## src/rtl/pll_node_ctrl.sv

```systemverilog
// ADPLL node control core: weighted neighbour-error combiner, PI loop filter,
// DCO code / frequency-select generation, mode handling and lock detection.
module pll_node_ctrl #(
  parameter int unsigned NUM_NEIGHBOURS = 4,
  parameter int unsigned ERROR_WIDTH    = 5,
  parameter int unsigned WEIGHT_WIDTH   = 4,
  parameter int unsigned KP_WIDTH       = 6,
  parameter int unsigned KI_WIDTH       = 8,
  parameter int unsigned FRAC_WIDTH     = 5,
  parameter int unsigned ACC_WIDTH      = 16,
  parameter int unsigned DCO_CC_WIDTH   = 5,
  parameter int unsigned BIAS           = 15,
  parameter int unsigned LOCK_THRESH    = 1,
  parameter int unsigned LOCK_COUNT     = 16
) (
  input  logic                                     fpga_clk_i,
  input  logic                                     reset_i,
  input  logic                                     enable_i,
  input  logic                                     update_i,
  input  logic [NUM_NEIGHBOURS*ERROR_WIDTH-1:0]    errors_i,
  input  logic [NUM_NEIGHBOURS*WEIGHT_WIDTH-1:0]   weights_i,
  input  logic [KP_WIDTH-1:0]                      kp_i,
  input  logic [KI_WIDTH-1:0]                      ki_i,
  input  logic [1:0]                               mode_i,
  input  logic [DCO_CC_WIDTH-1:0]                  manual_cc_i,
  output logic [ERROR_WIDTH-1:0]                   error_comb_o,
  output logic [DCO_CC_WIDTH-1:0]                  dco_cc_o,
  output logic [DCO_CC_WIDTH-1:0]                  f_sel_o,
  output logic                                     valid_o,
  output logic                                     locked_o
);

  localparam int unsigned PROD_W = ERROR_WIDTH + WEIGHT_WIDTH + 1;
  localparam int unsigned SUM_W  = PROD_W + $clog2(NUM_NEIGHBOURS) + 1;
  localparam int unsigned INT_W  = ACC_WIDTH + KI_WIDTH + KP_WIDTH + ERROR_WIDTH + 2;
  localparam int unsigned ABS_W  = ERROR_WIDTH + 1;
  localparam int unsigned CNT_W  = $clog2(LOCK_COUNT + 1);

  localparam logic signed [SUM_W-1:0] ERR_MAX = SUM_W'((64'sd1 <<< (ERROR_WIDTH - 1)) - 64'sd1);
  localparam logic signed [SUM_W-1:0] ERR_MIN = -ERR_MAX - SUM_W'(1);
  localparam logic signed [INT_W-1:0] ACC_MAX = INT_W'((64'sd1 <<< (ACC_WIDTH - 1)) - 64'sd1);
  localparam logic signed [INT_W-1:0] ACC_MIN = -ACC_MAX;
  localparam logic signed [INT_W-1:0] DCO_MAX = INT_W'((64'sd1 <<< (DCO_CC_WIDTH - 1)) - 64'sd1);
  localparam logic signed [INT_W-1:0] DCO_MIN = -DCO_MAX - INT_W'(1);
  localparam logic signed [INT_W-1:0] FS_MAX  = INT_W'((64'sd1 <<< DCO_CC_WIDTH) - 64'sd1);
  localparam logic signed [INT_W-1:0] FS_MIN  = '0;
  localparam logic signed [INT_W-1:0] BIAS_W  = INT_W'(BIAS);
  localparam logic [ABS_W-1:0]        TH_IN   = ABS_W'(LOCK_THRESH);
  localparam logic [ABS_W-1:0]        TH_OUT  = ABS_W'(2 * LOCK_THRESH);
  localparam logic [CNT_W-1:0]        CNT_MAX = CNT_W'(LOCK_COUNT);

  localparam logic [2:0] ST_IDLE    = 3'd0;
  localparam logic [2:0] ST_ACQUIRE = 3'd1;
  localparam logic [2:0] ST_LOCKED  = 3'd2;
  localparam logic [2:0] ST_MANUAL  = 3'd3;
  localparam logic [2:0] ST_HOLD    = 3'd4;

  logic [2:0]                      state_q, state_d;
  logic                            accept_c;
  logic signed [SUM_W-1:0]         sum_c, shift_c, wgt_k;
  logic signed [ERROR_WIDTH-1:0]   err_k, comb_c;

  logic                            s1_valid_q;
  logic [1:0]                      s1_mode_q;
  logic [KP_WIDTH-1:0]             s1_kp_q;
  logic [KI_WIDTH-1:0]             s1_ki_q;
  logic signed [DCO_CC_WIDTH-1:0]  s1_man_q;
  logic signed [ERROR_WIDTH-1:0]   error_comb_q;

  logic signed [ACC_WIDTH-1:0]     integ_q, integ_d;
  logic [CNT_W-1:0]                cnt_q, cnt_d, cnt_n;
  logic signed [DCO_CC_WIDTH-1:0]  dco_q, dco_d;
  logic [DCO_CC_WIDTH-1:0]         fsel_q, fsel_d;
  logic                            valid_q, valid_d;
  logic                            locked_q, locked_d;

  logic signed [INT_W-1:0]         e_w, integ_sum, integ_new, out_w, out_sh, dco_w, man_w;
  logic signed [ABS_W-1:0]         e_ext;
  logic [ABS_W-1:0]                abs_e;

  // Maps a signed DCO code onto the clamped, biased ring-oscillator select
  function automatic logic [DCO_CC_WIDTH-1:0] fsel_of(input logic signed [INT_W-1:0] cc);
    logic signed [INT_W-1:0] s;
    s = BIAS_W + cc;
    if (s > FS_MAX)      s = FS_MAX;
    else if (s < FS_MIN) s = FS_MIN;
    return DCO_CC_WIDTH'(s);
  endfunction

  // A strobe is taken only in an active (non-IDLE) state with the node enabled
  assign accept_c = update_i && enable_i && (state_q != ST_IDLE);

  // Stage 1 datapath: full-precision weighted sum, arithmetic shift, saturate
  always_comb begin
    sum_c = '0;
    err_k = '0;
    wgt_k = '0;
    for (int k = 0; k < int'(NUM_NEIGHBOURS); k++) begin
      err_k = $signed(errors_i[k*ERROR_WIDTH +: ERROR_WIDTH]);
      wgt_k = $signed(SUM_W'({1'b0, weights_i[k*WEIGHT_WIDTH +: WEIGHT_WIDTH]}));
      sum_c = sum_c + SUM_W'(err_k) * wgt_k;
    end
    shift_c = sum_c >>> (WEIGHT_WIDTH - 1);
    if (shift_c > ERR_MAX)      comb_c = ERROR_WIDTH'(ERR_MAX);
    else if (shift_c < ERR_MIN) comb_c = ERROR_WIDTH'(ERR_MIN);
    else                        comb_c = ERROR_WIDTH'(shift_c);
  end

  // Stage 1 registers: combined error plus the controls that travel with the strobe
  always_ff @(posedge fpga_clk_i) begin
    if (reset_i) begin
      s1_valid_q   <= 1'b0;
      s1_mode_q    <= '0;
      s1_kp_q      <= '0;
      s1_ki_q      <= '0;
      s1_man_q     <= '0;
      error_comb_q <= '0;
    end else begin
      s1_valid_q <= accept_c;
      if (accept_c) begin
        s1_mode_q    <= mode_i;
        s1_kp_q      <= kp_i;
        s1_ki_q      <= ki_i;
        s1_man_q     <= $signed(manual_cc_i);
        error_comb_q <= comb_c;
      end
    end
  end

  // Next-state and stage 2 datapath: PI filter, mode handling, lock detection
  always_comb begin
    state_d   = state_q;
    integ_d   = integ_q;
    cnt_d     = cnt_q;
    dco_d     = dco_q;
    fsel_d    = fsel_q;
    locked_d  = locked_q;
    valid_d   = 1'b0;

    e_w       = INT_W'(error_comb_q);
    integ_sum = INT_W'(integ_q) + e_w * $signed(INT_W'({1'b0, s1_ki_q}));
    if (integ_sum > ACC_MAX)      integ_new = ACC_MAX;
    else if (integ_sum < ACC_MIN) integ_new = ACC_MIN;
    else                          integ_new = integ_sum;
    out_w     = e_w * $signed(INT_W'({1'b0, s1_kp_q})) + integ_new;
    out_sh    = out_w >>> FRAC_WIDTH;
    if (out_sh > DCO_MAX)      dco_w = DCO_MAX;
    else if (out_sh < DCO_MIN) dco_w = DCO_MIN;
    else                       dco_w = out_sh;
    man_w     = INT_W'(s1_man_q);

    e_ext     = ABS_W'(error_comb_q);
    abs_e     = e_ext[ABS_W-1] ? ABS_W'(-e_ext) : ABS_W'(e_ext);
    if (abs_e <= TH_IN) cnt_n = (cnt_q == CNT_MAX) ? cnt_q : cnt_q + CNT_W'(1);
    else                cnt_n = '0;

    if (!enable_i || (state_q == ST_IDLE)) begin
      // IDLE holds everything at reset values except the combined error
      state_d  = enable_i ? ST_ACQUIRE : ST_IDLE;
      integ_d  = '0;
      cnt_d    = '0;
      dco_d    = '0;
      fsel_d   = DCO_CC_WIDTH'(BIAS);
      locked_d = 1'b0;
    end else if (s1_valid_q) begin
      valid_d = 1'b1;
      case (s1_mode_q)
        2'b00: begin
          integ_d = ACC_WIDTH'(integ_new);
          dco_d   = DCO_CC_WIDTH'(dco_w);
          fsel_d  = fsel_of(dco_w);
          cnt_d   = cnt_n;
          if (state_q == ST_LOCKED)
            state_d = (abs_e > TH_OUT) ? ST_ACQUIRE : ST_LOCKED;
          else
            state_d = (cnt_n == CNT_MAX) ? ST_LOCKED : ST_ACQUIRE;
          locked_d = (state_d == ST_LOCKED);
        end
        2'b01: begin
          // Preload the integrator so returning to closed loop is bumpless
          state_d  = ST_MANUAL;
          integ_d  = ACC_WIDTH'(man_w <<< FRAC_WIDTH);
          dco_d    = s1_man_q;
          fsel_d   = fsel_of(man_w);
          cnt_d    = '0;
          locked_d = 1'b0;
        end
        default: state_d = ST_HOLD;
      endcase
    end
  end

  // FSM state register
  always_ff @(posedge fpga_clk_i) begin
    if (reset_i) state_q <= ST_IDLE;
    else         state_q <= state_d;
  end

  // Stage 2 registers and loop-filter state
  always_ff @(posedge fpga_clk_i) begin
    if (reset_i) begin
      integ_q  <= '0;
      cnt_q    <= '0;
      dco_q    <= '0;
      fsel_q   <= DCO_CC_WIDTH'(BIAS);
      valid_q  <= 1'b0;
      locked_q <= 1'b0;
    end else begin
      integ_q  <= integ_d;
      cnt_q    <= cnt_d;
      dco_q    <= dco_d;
      fsel_q   <= fsel_d;
      valid_q  <= valid_d;
      locked_q <= locked_d;
    end
  end

  assign error_comb_o = error_comb_q;
  assign dco_cc_o     = dco_q;
  assign f_sel_o      = fsel_q;
  assign valid_o      = valid_q;
  assign locked_o     = locked_q;

endmodule

```

## config.mk

```make
export PLATFORM = sky130hd
export DESIGN_NAME = pll_node_ctrl
export DESIGN_NICKNAME = d
export VERILOG_FILES = /design/src/rtl/pll_node_ctrl.sv
export SDC_FILE = /design/constraint.sdc
export NUM_CORES = 1
export LEC_CHECK = 0
export CELL_PAD_IN_SITES_DETAIL_PLACEMENT = 0
export CELL_PAD_IN_SITES_GLOBAL_PLACEMENT = 1
export CORE_MARGIN = 2
export CORE_UTILIZATION = 47
export DETAILED_ROUTE_END_ITERATION = 16
export PLACE_DENSITY = 0.89
export SLEW_MARGIN = 20
export SYNTH_ARGS = -nofsm -noshare
export SYNTH_HDL_FRONTEND = slang
export SYNTH_SLANG_ARGS = --single-unit
export TNS_END_PERCENT = 100
```

## constraint.sdc

```tcl
create_clock -name fpga_clk_i -period 17.5 [get_ports fpga_clk_i]
set_clock_uncertainty 0.05 [all_clocks]
set_input_delay 5.25 -clock fpga_clk_i [delete_from_list [all_inputs] [get_ports fpga_clk_i]]
set_output_delay 5.25 -clock fpga_clk_i [all_outputs]
set_load 0.03 [all_outputs]
```

* Yosys cells after proc, flatten, opt, wreduce, memory -nomap -nowiden
Cells that the tools add are included.
Word-level totals: register bits after elaboration 63, latch bits 0, bits in writable memories 0, bits in read-only memories 0, bits of input ports 61, memories kept 0
Operators by class: add/sub/neg operators 9, $mul 6, divide/modulo/power cells 0, magnitude comparators 12, eq/ne operators 5, shift operators 0, multiplexer cells 29, bitwise logic cells 0, reductions and logical operators 11
Operator list (number):
- 37-bit 2-to-1 mux | 4
- 5-bit by 5-bit multiplier with 10-bit output | 4
- 5-bit 2-to-1 mux | 8
- 12-bit by 37-bit adder with 37-bit output | 1
- 5-bit by 37-bit adder with 37-bit output (first input constant) | 1
- 37-bit by 6-bit > comparator with 1-bit output (second input constant) | 1
- 37-bit by 1-bit < comparator with 1-bit output (second input constant) | 1
- 32-bit by 5-bit > comparator with 1-bit output (second input constant) | 1
- 32-bit by 5-bit < comparator with 1-bit output (second input constant) | 1
- 16-bit one-hot mux with 2 select lines | 1
- 5-bit one-hot mux with 2 select lines | 3
- 16-bit by 14-bit adder with 17-bit output | 1
- 17-bit by 16-bit > comparator with 1-bit output (second input constant) | 1
- 17-bit by 16-bit < comparator with 1-bit output (second input constant) | 1
- 3-bit 2-to-1 mux | 5
- 5-bit by 9-bit multiplier with 14-bit output | 1
- 12-bit by 10-bit adder with 13-bit output | 1
- 11-bit by 10-bit adder with 12-bit output | 1
- 5-bit by 7-bit multiplier with 12-bit output | 1
- 10-bit by 10-bit adder with 11-bit output | 1
- 5-bit == test (second input constant) | 2
- 10-bit by 5-bit > comparator with 1-bit output (second input constant) | 1
- 10-bit by 5-bit < comparator with 1-bit output (second input constant) | 1
- 5-bit by 5-bit adder with 6-bit output (first input constant) | 1
- 22 further kinds | 28

* Longest topological paths before layout
Gate-level depths: netlist (run 1).
depth in word-level cells 14, mapped depth 60, gate-level depth less buffers 56

* Worst setup path after synthesis (run 1)
No wires, ideal clock.
kind reg2reg, start reg error_comb_q[4], in the netlist error_comb_o[4], end reg fsel_q[0], in the netlist f_sel_o[0], setup time 0.119 ns, arrival time 14.157 ns, required time 17.331 ns, slack 3.175 ns, stages on the path, launching flop included 55, path buffers 4, path through dfxtp_1 -> buf_1 -> clkinv_1 -> fa_1 -> fa_1 -> inv_1 -> fa_1 -> inv_1 -> fa_1 -> inv_1 -> ha_1 -> a21oi_1 -> nor2_1 -> o2111a_1 -> o21a_1 -> o21ai_1 -> buf_2 -> o311ai_0 -> (+19 left out) -> nand2b_1 -> ha_1 -> o21ai_0 -> a31oi_1 -> o2111ai_1 -> or4_1 -> or3_1 -> ha_1 -> clkbuf_1 -> nor2_1 -> nor2_1 -> ha_1 -> nor4b_1 -> or2_2 -> a21oi_1 -> or4b_4 -> or4b_1 -> o221a_2
On the way: cells in the longest elaborated chain, start to end 14, elaborated cells on any way between the ends 18
Ends and longest elaborated chain:
- start: declaration | RTL line 68 | logic signed [ERROR_WIDTH-1:0] error_comb_q;
- start signal: assignment | RTL line 125 | error_comb_q <= comb_c;
- 5-bit by 9-bit multiplier with 14-bit output | RTL line 141 | integ_sum = INT_W'(integ_q) + e_w * $signed(INT_W'({1'b0, s1_ki_q}));
- 16-bit by 14-bit adder with 17-bit output | RTL line 141
- 17-bit by 16-bit < comparator with 1-bit output | RTL line 143 | else if (integ_sum < ACC_MIN) integ_new = ACC_MIN;
- 37-bit 2-to-1 mux | RTL line 143
- 37-bit 2-to-1 mux | RTL line 142 | if (integ_sum > ACC_MAX) integ_new = ACC_MAX;
- 12-bit by 37-bit adder with 37-bit output (*) | RTL line 145 | out_w = e_w * $signed(INT_W'({1'b0, s1_kp_q})) + integ_new;
- 32-bit by 5-bit < comparator with 1-bit output | RTL line 148 | else if (out_sh < DCO_MIN) dco_w = DCO_MIN;
- 37-bit 2-to-1 mux | RTL line 148
- 37-bit 2-to-1 mux (*) | RTL line 147 | if (out_sh > DCO_MAX) dco_w = DCO_MAX;
- 5-bit by 37-bit adder with 37-bit output (*) | RTL line 84 | s = BIAS_W + cc;
- 37-bit by 1-bit < comparator with 1-bit output | RTL line 86 | else if (s < FS_MIN) s = FS_MIN;
- 5-bit 2-to-1 mux | RTL line 86
- 5-bit 2-to-1 mux (*) | RTL line 85 | if (s > FS_MAX) s = FS_MAX;
- 5-bit one-hot mux with 2 select lines (*) | RTL line 167 | case (s1_mode_q)
- end signal: assignment | RTL line 205 | fsel_q <= DCO_CC_WIDTH'(BIAS);
- end signal: assignment | RTL line 212 | fsel_q <= fsel_d;
- end: declaration | RTL line 73 | logic [DCO_CC_WIDTH-1:0] fsel_q, fsel_d;
Every way passes the cells marked *; elsewhere a longest branch is shown, timed or not. A chain may end at the register's enable or synchronous reset.

* Final worst setup path (run 1)
start reg error_comb_q[3], in the netlist error_comb_o[3], end reg fsel_q[0], in the netlist f_sel_o[0]
The elaborated chain is that of the path after synthesis.

==> reports/metrics.yaml, run 1 <==
logic_synthesis:
  synthFlopType: "dfxtp_1"
  ys_async_sr_fraction_pct: 0
  postSynthCellCount: 1371
  synthMuxAreaShare_pct: 0.774
  yosysWarnings: 0
  synth-simple-area-share_pct: 19.0
  synth_top_family_by_area: "adder cells"
  synth-seq-cells: 63
  synth_xor_area_share_pct: 2.86
  synth-edff-count: 0
  ys_types: 82
  yosysSeqAreaShare_pct: 10.8
  synth_compound_area_share_pct: 15.5
  postSynthAreaPerCell_um2: 8.49
  synthesis.nets: 1741
  syn_area_um2: 11600
  synthAdderAreaFrac_pct: 42.8
global_routing:
  grt_pass1_wl_um: 49100
  grt_start_max_net_pins: 26
  grt_overflow: 0
  grt_pass1_vias: 9663
  antenna_found_initial: 0
  grt_usage_pct: 23.7
power_and_ir_drop:
  powerDensity_nw_per_um2: 150
  seq_power_share_pct: 7.8
  clockPowerShare_pct: 9.5
  totalPowerFinal_mw: 1.95
  p_sw_share_pct: 50.7
  ir_drop_v: 0.000446
  p_leak_nw: 6.40
  power.internal_mw: 0.959
  p_sw_mw: 0.988
  p_comb_share_pct: 82.6
cts:
  cts_buffers: 9
  cts_tree: "built"
  clock_latency_ns: 0.35
  htree_levels: 3
  cts_setup_buffers: 0
  cts_root_buf: "clkbuf_16"
  cts-resized-gates: 0
  postCtsHoldBufs: 0
  clock-sinks: 63
  cts.path.max_buffers: 2
  path_clk_slew_ns: 0.06
drt:
  ant_nets: 0
  viasPerCell: 5.52
  drt_drc_violations_left: 0
  post_drt_wl_per_cell_um: 17.2
  dr.pass1.iters: 5
  first_iter_violations: 705
  wl_um: 30200
  vias: 9705
final_layout:
  fin_nets: 1799
  final_common_cell: "inv_1"
  diodes: 0
  final_cell_mix: "inv_1 (206), ha_1 (160), nand2_1 (158)"
  fin_area_um2: 13000
  post-route-util_pct: 53.5
  syn2layout_area_growth_pct: 11.7
  layout-drive-gt1-share_pct: 3.84
  fillCellCount: 2290
sta:
  min_period_over_period_pct: 86.6
  timing.setup.tns_ns: 0
  period_minus_slack_ns: 15.15
  whs_ns: 0.410
  grt_setup_unrepaired: "no"
  fmax_mhz: 66.0
  slew_viol_final: 0
  hold_viol: 0
  finalSetupViolCount: 0
  maxSlewHeadroom_pct: 34.8
  tightest_slew_ns: 0.964
setup_path:
  path_buf_inv: 6
  endpoint_kind: "flip-flop"
  crit_slowest_cell: "nor4b_1"
  critPathTopFamily: "adder cells"
  cp_data_arrival_time_ns: 15.34
  worstPathMaxFanout: 19
  path_class: "flip-flop to flip-flop"
  worstPathRequired_ns: 17.69
  cp_slowest_stage_delay_ns: 0.80
  critPathLaunchType: "flip-flop"
floorplanning:
  die_y_um: 161
  rows: 57
  dieWidth_um: 161
  num_io_pins: 78
  initial_utilization_pct: 47.9
  fp.coreArea_um2: 24300
  die_area_um2: 26000
placement:
  port_buffers: 77
  dpl.hpwl_um: 25600
  place.gp.congestion: 0.916
  place_area_um2: 12700
job:
  drv_cap: 0
hold_path:
  hold_path.class: "flip-flop to flip-flop"
outcome:
  status: "complete, no violations"
==> worst register-to-register path, delay by kind of cell (launching register included) <==
family	cells	cell delay, ns
buf+inv	6	0.46
simple gates	16	4.05
compound gates	15	3.43
flops	1	0.70
fa+ha+maj	14	6.33
==> power by group through the flow <==
| stage | sequential (mW) | combinational (mW) | clock, mW |
|---|---|---|---|
| floorplan | 0.155 | 1.27 | 0 |
| global placement | 0.155 | 1.56 | 0 |
| detailed placement | 0.155 | 1.60 | 0 |
| CTS | 0.152 | 1.62 | 0.188 |
| global route | 0.153 | 1.83 | 0.195 |
| finish | 0.152 | 1.61 | 0.186 |
==> layout make-up <==
type	count	area, um2	area share, %
inverter	208	781	6.01
multi-input combinational	1063	9430	72.5
timing repair buffer	84	823	6.33
clock buffer	9	225	1.73
tap	324	405	3.12
sequential	63	1260	9.70
clock inverter	7	77.6	0.597
==> worst paths after layout <==
check / start / end / slack (ns) / cells past startpoint
max: error_comb_o[3]$_SDFFE_PP0P_ / f_sel_o[0]$_SDFFE_PP1P_ / 2.35 / 51
min: integ_q[7]$_SDFFE_PP0P_ / integ_q[7]$_SDFFE_PP0P_ / 0.41 / 2
max reg2reg: error_comb_o[3]$_SDFFE_PP0P_ / f_sel_o[0]$_SDFFE_PP1P_ / 2.35 / 51
min reg2reg: integ_q[7]$_SDFFE_PP0P_ / integ_q[7]$_SDFFE_PP0P_ / 0.41 / 2
==> cells in the mapped netlist (6+ instances only) <==
| cell | number | area share [%] |
|---|---|---|
| xnor2_1 | 24 | 1.8 |
| o21ai_0 | 59 | 2.5 |
| and2_1 | 83 | 4.5 |
| nand2_1 | 158 | 5.1 |
| nand3_1 | 22 | 0.95 |
| nor2b_1 | 8 | 0.43 |
| nor2_1 | 66 | 2.1 |
| nor4_1 | 6 | 0.32 |
| mux2i_1 | 9 | 0.77 |
| fa_1 | 149 | 26 |
| dfxtp_1 | 63 | 11 |
| clkbuf_1 | 29 | 0.93 |
| ha_1 | 160 | 17 |
| a21o_1 | 16 | 1.0 |
| a21oi_1 | 90 | 3.9 |
| o21a_1 | 8 | 0.52 |
| o21bai_1 | 8 | 0.52 |
| o31ai_1 | 6 | 0.39 |
| nand4_1 | 8 | 0.43 |
| nand2b_1 | 23 | 1.2 |
| and3_1 | 10 | 0.54 |
| nor3_1 | 17 | 0.73 |
| inv_1 | 206 | 6.6 |
| or2_2 | 6 | 0.32 |
| xor2_1 | 14 | 1.1 |
| a31oi_1 | 8 | 0.43 |
| or3_1 | 6 | 0.32 |
==> stage by stage <==
step,setup slack [ns],instances
3_3_place_gp,2.97,1742
3_5_place_dp,2.57,1742
2_1_floorplan,3.17,1371
5_1_grt,1.38,1758
4_1_cts,2.51,1758
6_report,2.35,1758
==> metal layers <==
metal | global-route usage (%) | wire, um | share of wire [%] | vias to the layer above
met2 | 36.8 | 13500 | 45 | 272
met4 | 5.48 | 471 | 1.6 | 0
met5 | 0 | 0 | 0 | -
li1 | - | - | - | 4686
met3 | 4.75 | 2050 | 6.8 | 40
met1 | 34.1 | 14200 | 47 | 4707
==> logic make-up (layout without fill, tap and decap cells) <==
| kind of cell | after synthesis | count (layout) |
|---|---|---|
| flip-flops | 63 | 63 |
| multiplexers | 9 | 9 |
| AO/OA/AOI/OAI | 267 | 267 |
| AND/OR/NAND/NOR | 440 | 440 |
| adder cells (fa/ha/maj) | 309 | 309 |
| buffers and inverters | 245 | 308 |
| XOR/XNOR | 38 | 38 |
==> sequential cells by signal, indices dropped and copies added, names as in the netlist <==
| signal | flops |
|---|---|
| cnt_q | 5 |
| dco_cc_o | 5 |
| error_comb_o | 5 |
| f_sel_o | 5 |
| integ_q | 16 |
| locked_o | 1 |
| s1_ki_q | 8 |
| s1_kp_q | 6 |
| s1_man_q | 5 |
| s1_mode_q | 2 |
| s1_valid_q | 1 |
| state_q | 3 |
| valid_o | 1 |
Note: power is estimated with default switching activity, not from simulation.
==> run 2: changes to the inputs <==
Settings changed: GPL_ROUTABILITY_DRIVEN set to 0.
==> run 2 against run 1 <==
Against the previous run:
- global-route usage increased by 0.58 points
- sequential share of layout area about the same
- sequential power about the same
==> reports/metrics.yaml, run 2 (same netlist as run 1, synthesis figures left out) <==
floorplanning:
  die_y_um: 161  # unchanged
  dieWidth_um: 161  # unchanged
  fp.coreArea_um2: 24300  # unchanged
  die_area_um2: 26000  # unchanged
  initial_utilization_pct: 47.9  # unchanged
  num_io_pins: 78  # unchanged
  rows: 57  # unchanged
global_routing:
  grt_usage_pct: 24.3  # +0.58 points
  antenna_found_initial: 0  # unchanged
  grt_overflow: 0  # unchanged
  grt_pass1_vias: 10005  # +3.5%
  grt_pass1_wl_um: 50700  # +3.2%
  grt_start_max_net_pins: 26  # unchanged
setup_path:
  crit_top_cell: "fa_1"
  critPathLaunchType: "flip-flop"
  worstPathMaxFanout: 25  # +6
  cp_data_arrival_time_ns: 15.21  # -0.13 ns
  regToRegEndpoint: "f_sel_o[0]$_SDFFE_PP1P_"
  reg2regPathDepth: 52  # +2.0%
  critPathTopFamily: "adder cells"
  r2r_slack_ns: 2.48  # +0.13 ns
  timing.rr.start: "error_comb_o[4]$_SDFFE_PP0P_"
  crit_slowest_cell: "nor4b_1"
  worstPathRequired_ns: 17.69  # about the same
  path_class: "flip-flop to flip-flop"
  endpoint_kind: "flip-flop"
  path_buf_inv: 7  # +1
  cp_slowest_stage_delay_ns: 0.77  # -0.03 ns
final_layout:
  top_regs: "integ_q: 16 flops, s1_ki_q: 8 flops, s1_kp_q: 6 flops"
  post-route-util_pct: 53.6  # +0.093 points
  regArea_um2: 1260  # unchanged
  final_cell_mix: "inv_1 (206), ha_1 (160), nand2_1 (158)"
  layout.cells.non_filler: 1758  # unchanged
  fin_nets: 1799  # unchanged
  layout-drive-gt1-share_pct: 3.84  # unchanged
  largest_reg_flops: 16  # unchanged
  multiInputGateArea_um2: 9430  # unchanged
  fin_area_um2: 13000  # +0.17%
  syn2layout_area_growth_pct: 11.9
  fillCellCount: 2264  # -1.1%
  top_register: "integ_q"
  final_common_cell: "inv_1"
  diodes: 0  # unchanged
sta:
  timing.setup.tns_ns: 0  # unchanged
  fmax_mhz: 66.6  # +0.87%
  period_minus_slack_ns: 15.02  # -0.130 ns
  hold_viol: 0  # unchanged
  fin_ws_ns: 2.48  # +0.130 ns
  slew_viol_final: 0  # unchanged
  grt_setup_unrepaired: "no"
  maxSlewHeadroom_pct: 33.0  # -1.8 points
  min_period_over_period_pct: 85.8  # -0.74 points
  tightest_slew_ns: 1.00  # +0.0384 ns
  finalSetupViolCount: 0  # unchanged
cts:
  clock-sinks: 63  # unchanged
  cts-resized-gates: 0  # unchanged
  path_clk_slew_ns: 0.06  # about the same
  cts_buffers: 9  # unchanged
  cts_setup_buffers: 0  # unchanged
  postCtsHoldBufs: 0  # unchanged
  clock_latency_ns: 0.35  # about the same
  cts.path.max_buffers: 2  # unchanged
  cts_tree: "built"
  cts_root_buf: "clkbuf_16"
  htree_levels: 3  # unchanged
power_and_ir_drop:
  powerDensity_nw_per_um2: 154  # +3.0%
  p_leak_nw: 6.41  # +0.24%
  ir_drop_v: 0.000429  # -3.9%
drt:
  vias: 9707  # +0.021%
  first_iter_violations: 851  # +21%
  viasPerCell: 5.52  # about the same
  drt_drc_violations_left: 0  # unchanged
  post_drt_wl_per_cell_um: 17.4  # +1.3%
  wl_um: 30600  # +1.3%
  ant_nets: 0  # unchanged
  dr.pass1.iters: 7  # +2
placement:
  place_area_um2: 12700  # unchanged
  port_buffers: 77  # unchanged
  placed_cells: 1742  # unchanged
  dpl.hpwl_um: 25400  # -0.71%
  preCtsSetupSlack_ns: 2.62  # +0.0522 ns
hold_path:
  worstHoldEndpoint: "dco_cc_o[0]$_SDFFE_PP0P_"
  hold_start: "dco_cc_o[0]$_SDFFE_PP0P_"
  hold_path.class: "flip-flop to flip-flop"
  hold_depth: 1  # -1
job:
  drv_cap: 0  # unchanged
outcome:
  status: "complete, no violations"
-- run 2: cell count changes in the layout (fill, tap and decap cells not counted) --
cell        change
bufinv_16       +1
clkinv_4        -1
clkinvlp_4      -1
inv_6           +1
-- run 2: worst register-to-register path, delay by kind of cell (launching register included) --
family | cells | cell delay [ns]
and+or+nand+nor | 15 | 3.86
adders and majority gates | 13 | 6.11
AOI/OAI and AO/OA | 17 | 3.76
DFF | 1 | 0.34
buffers and inverters | 7 | 0.81
-- run 2: how the worst max path moves through the flow --
stage                                         end  cells past startpoint                          from  slack (ns)
after floorplan           f_sel_o[0]$_SDFFE_PP1P_                     54  error_comb_o[4]$_SDFFE_PP0P_        3.17
after global placement    f_sel_o[0]$_SDFFE_PP1P_                     51  error_comb_o[4]$_SDFFE_PP0P_        3.00
after detailed placement  f_sel_o[0]$_SDFFE_PP1P_                     51  error_comb_o[4]$_SDFFE_PP0P_        2.62
after CTS                 f_sel_o[0]$_SDFFE_PP1P_                     51  error_comb_o[4]$_SDFFE_PP0P_        2.59
after global routing      f_sel_o[0]$_SDFFE_PP1P_                     52  error_comb_o[4]$_SDFFE_PP0P_        1.38
final                     f_sel_o[0]$_SDFFE_PP1P_                     52  error_comb_o[4]$_SDFFE_PP0P_        2.48
-- run 2: area by class of cell --
| cell class | count | area share (%) |
|---|---|---|
| flip-flops and latches | 63 | 9.68 |
| clock inverters | 7 | 0.769 |
| repair buffers | 84 | 6.32 |
| inverters | 208 | 5.99 |
| well taps | 324 | 3.11 |
| multi-input cells | 1063 | 72.4 |
| clock buffers | 9 | 1.73 |
-- run 2: per-stage QoR --
stage | hold slack, ns | total power, mW
6_report | 0.401 | 2.01
5_1_grt | 0.428 | 2.24
4_1_cts | 0.407 | 2.01
3_5_place_dp | 0.393 | 1.77
3_3_place_gp | 0.385 | 1.71
2_1_floorplan | 0.382 | 1.42
-- run 2: power breakdown --
part	total (mW)	internal, mW	switching, mW
registers	0.151	0.146	0.00427
clock network	0.203	0.126	0.0766
logic	1.65	0.710	0.945
total	2.01	0.982	1.03
-- run 2: layer usage --
metal / vias up / track usage (%) / wire length (um)
li1: 4676 / - / -
met1: 4705 / 35.2 / 14100
met2: 286 / 38.2 / 14000
met3: 40 / 3.85 / 1990
met4: 0 / 5.48 / 507
met5: - / 0 / 0
==> run 3: changes to the inputs <==
Settings changed: CORE_MARGIN 2 to 3, CORE_UTILIZATION 47 to 51, PLACE_DENSITY 0.89 to 0.95.
Clock period 17.5 ns to 18.5 ns, I/O delays scaled along.
==> run 3 against run 2 <==
Against the previous run:
- clock-buffer cell count did not move
- die area fell by 5.3%
- first-iteration DRC count shrank 9.5%
- fmax shrank 0.84%
- global-route usage is 0.17 points higher
- sequential cell count unchanged
- clock power is 6% lower
- hold slack improved by 0.0062 ns
- routed wire length decreased by 3.6%
==> reports/metrics.yaml, run 3 (same netlist as run 1, synthesis figures left out) <==
cts:
  cts_tree: "built"
  postCtsHoldBufs: 0  # unchanged
  cts_buffers: 9  # unchanged
  path_clk_slew_ns: 0.06  # about the same
  htree_levels: 3  # unchanged
  clock-sinks: 63  # unchanged
  cts.path.max_buffers: 2  # unchanged
  cts_root_buf: "clkbuf_16"
  clock_latency_ns: 0.35  # about the same
  cts_setup_buffers: 0  # unchanged
  cts-resized-gates: 0  # unchanged
global_routing:
  antenna_found_initial: 0  # unchanged
  use_met3_pct: 3.93  # +0.080 points
  grt_overflow: 0  # unchanged
  grt_pass1_vias: 9593  # -4.1%
  grt_pass1_wl_um: 48300  # -4.7%
  grt_start_max_net_pins: 26  # unchanged
  grt_usage_pct: 24.4  # +0.17 points
  grt.busiest_layer: "met1"
  grt_use_met1_pct: 36.9  # +1.7 points
  use_met2_pct: 36.7  # -1.4 points
drt:
  first_iter_violations: 770  # -9.5%
  wl_um: 29500  # -3.6%
  ant_nets: 0  # unchanged
  viasPerCell: 5.71  # +3.4%
  post_drt_wl_per_cell_um: 17.3  # -0.97%
  drt_drc_violations_left: 0  # unchanged
  dr.pass1.iters: 5  # -2
  vias: 9765  # +0.60%
placement:
  place_area_um2: 12600  # -0.59%
  port_buffers: 77  # unchanged
  preCtsSetupSlack_ns: 3.53  # +0.901 ns
  placed_cells: 1695  # -2.7%
  dpl.hpwl_um: 25000  # -1.8%
sta:
  min_period_over_period_pct: 81.9  # -4.0 points
  grt_setup_unrepaired: "no"
  fmax_mhz: 66.0  # -0.84%
  timing.setup.tns_ns: 0  # unchanged
  hold_viol: 0  # unchanged
  fin_ws_ns: 3.35  # +0.873 ns
  finalSetupViolCount: 0  # unchanged
  maxSlewHeadroom_pct: 31.4  # -1.6 points
  period_minus_slack_ns: 15.15  # +0.127 ns
  slew_viol_final: 0  # unchanged
  tightest_slew_ns: 1.03  # +0.0244 ns
  whs_ns: 0.408  # +0.00623 ns
setup_path:
  worstPathMaxFanout: 19  # -24%
  crit_slowest_cell: "nor4b_1"
  critPathLaunchType: "flip-flop"
  crit_top_cell: "fa_1"
  worstPathRequired_ns: 18.69  # +1.00 ns
  path_class: "flip-flop to flip-flop"
  cp_data_arrival_time_ns: 15.34  # +0.13 ns
  cp_slowest_stage_delay_ns: 0.76  # about the same
  endpoint_kind: "flip-flop"
final_layout:
  layout.cells.non_filler: 1711  # -2.7%
  fin_nets: 1796  # -0.17%
  largest_reg_flops: 16  # unchanged
  top_register: "integ_q"
  syn2layout_area_growth_pct: 11.2
  fillCellCount: 1941  # -14%
  layout-drive-gt1-share_pct: 3.70  # -0.13 points
  post-route-util_pct: 58.6  # +5.1 points
  fin_area_um2: 12900  # -0.58%
  diodes: 0  # unchanged
  final_cell_mix: "inv_1 (206), ha_1 (160), nand2_1 (158)"
  top_regs: "integ_q: 16 flops, s1_ki_q: 8 flops, s1_kp_q: 6 flops"
  final_common_cell: "inv_1"
hold_path:
  hold_path.class: "flip-flop to flip-flop"
floorplanning:
  initial_utilization_pct: 52.7  # +4.8 points
  die_y_um: 157  # -2.7%
  dieWidth_um: 157  # -2.7%
  die_area_um2: 24700  # -5.3%
  fp.coreArea_um2: 22100  # -9.2%
  num_io_pins: 78  # unchanged
  rows: 54  # -5.3%
power_and_ir_drop:
  powerDensity_nw_per_um2: 144  # -6.8%
  ir_drop_v: 0.000346  # -19%
  totalPowerFinal_mw: 1.86  # -7.3%
  p_leak_nw: 6.40  # -0.25%
outcome:
  status: "complete, no violations"
job:
  drv_cap: 0  # unchanged
run 3: cell count changes in the layout (fill, tap and decap cells not counted):
cell | before | now
buf_4 | 7 | 4
nor2b_1 | 8 | 7
nor2b_2 | 0 | 1
run 3: worst max-delay path: cells and delay by family, from the launching register on:
family | cells | cell delay [ns]
adders and majority gates | 13 | 6.00
AOI/OAI and AO/OA | 15 | 3.53
and+or+nand+nor | 16 | 4.24
buffers and inverters | 6 | 0.47
DFF | 1 | 0.71
run 3: report_power, final:
part | leakage (nW) | internal [mW] | total [mW] | switching (mW)
Sequential | 0.509 | 0.138 | 0.145 | 0.00709
Clock | 0.161 | 0.120 | 0.190 | 0.0706
Combinational | 5.73 | 0.666 | 1.53 | 0.860
run 3: final timing paths:
check,slack (ns),to,cells after the start,from
worst max register to register,3.35,f_sel_o[0]$_SDFFE_PP1P_,50,error_comb_o[3]$_SDFFE_PP0P_
worst min-delay path,0.41,dco_cc_o[0]$_SDFFE_PP0P_,1,dco_cc_o[0]$_SDFFE_PP0P_
worst max-delay path,3.35,f_sel_o[0]$_SDFFE_PP1P_,50,error_comb_o[3]$_SDFFE_PP0P_
worst min register to register,0.41,dco_cc_o[0]$_SDFFE_PP0P_,1,dco_cc_o[0]$_SDFFE_PP0P_
run 3: cell type report:
| cell class | count | area, um2 | area share (%) |
|---|---|---|---|
| clock buffers | 9 | 225 | 1.74 |
| repair buffers | 81 | 801 | 6.18 |
| flip-flops and latches | 63 | 1260 | 9.74 |
| clock inverters | 7 | 100 | 0.773 |
| multi-input cells | 1063 | 9430 | 72.8 |
| inverters | 208 | 781 | 6.03 |
| well taps | 280 | 350 | 2.71 |
run 3: routing by layer:
layer,vias up,routed length [um]
met1,4707,13800
li1,4690,-
met4,0,508
met2,332,13100
met3,36,2190
met5,-,0
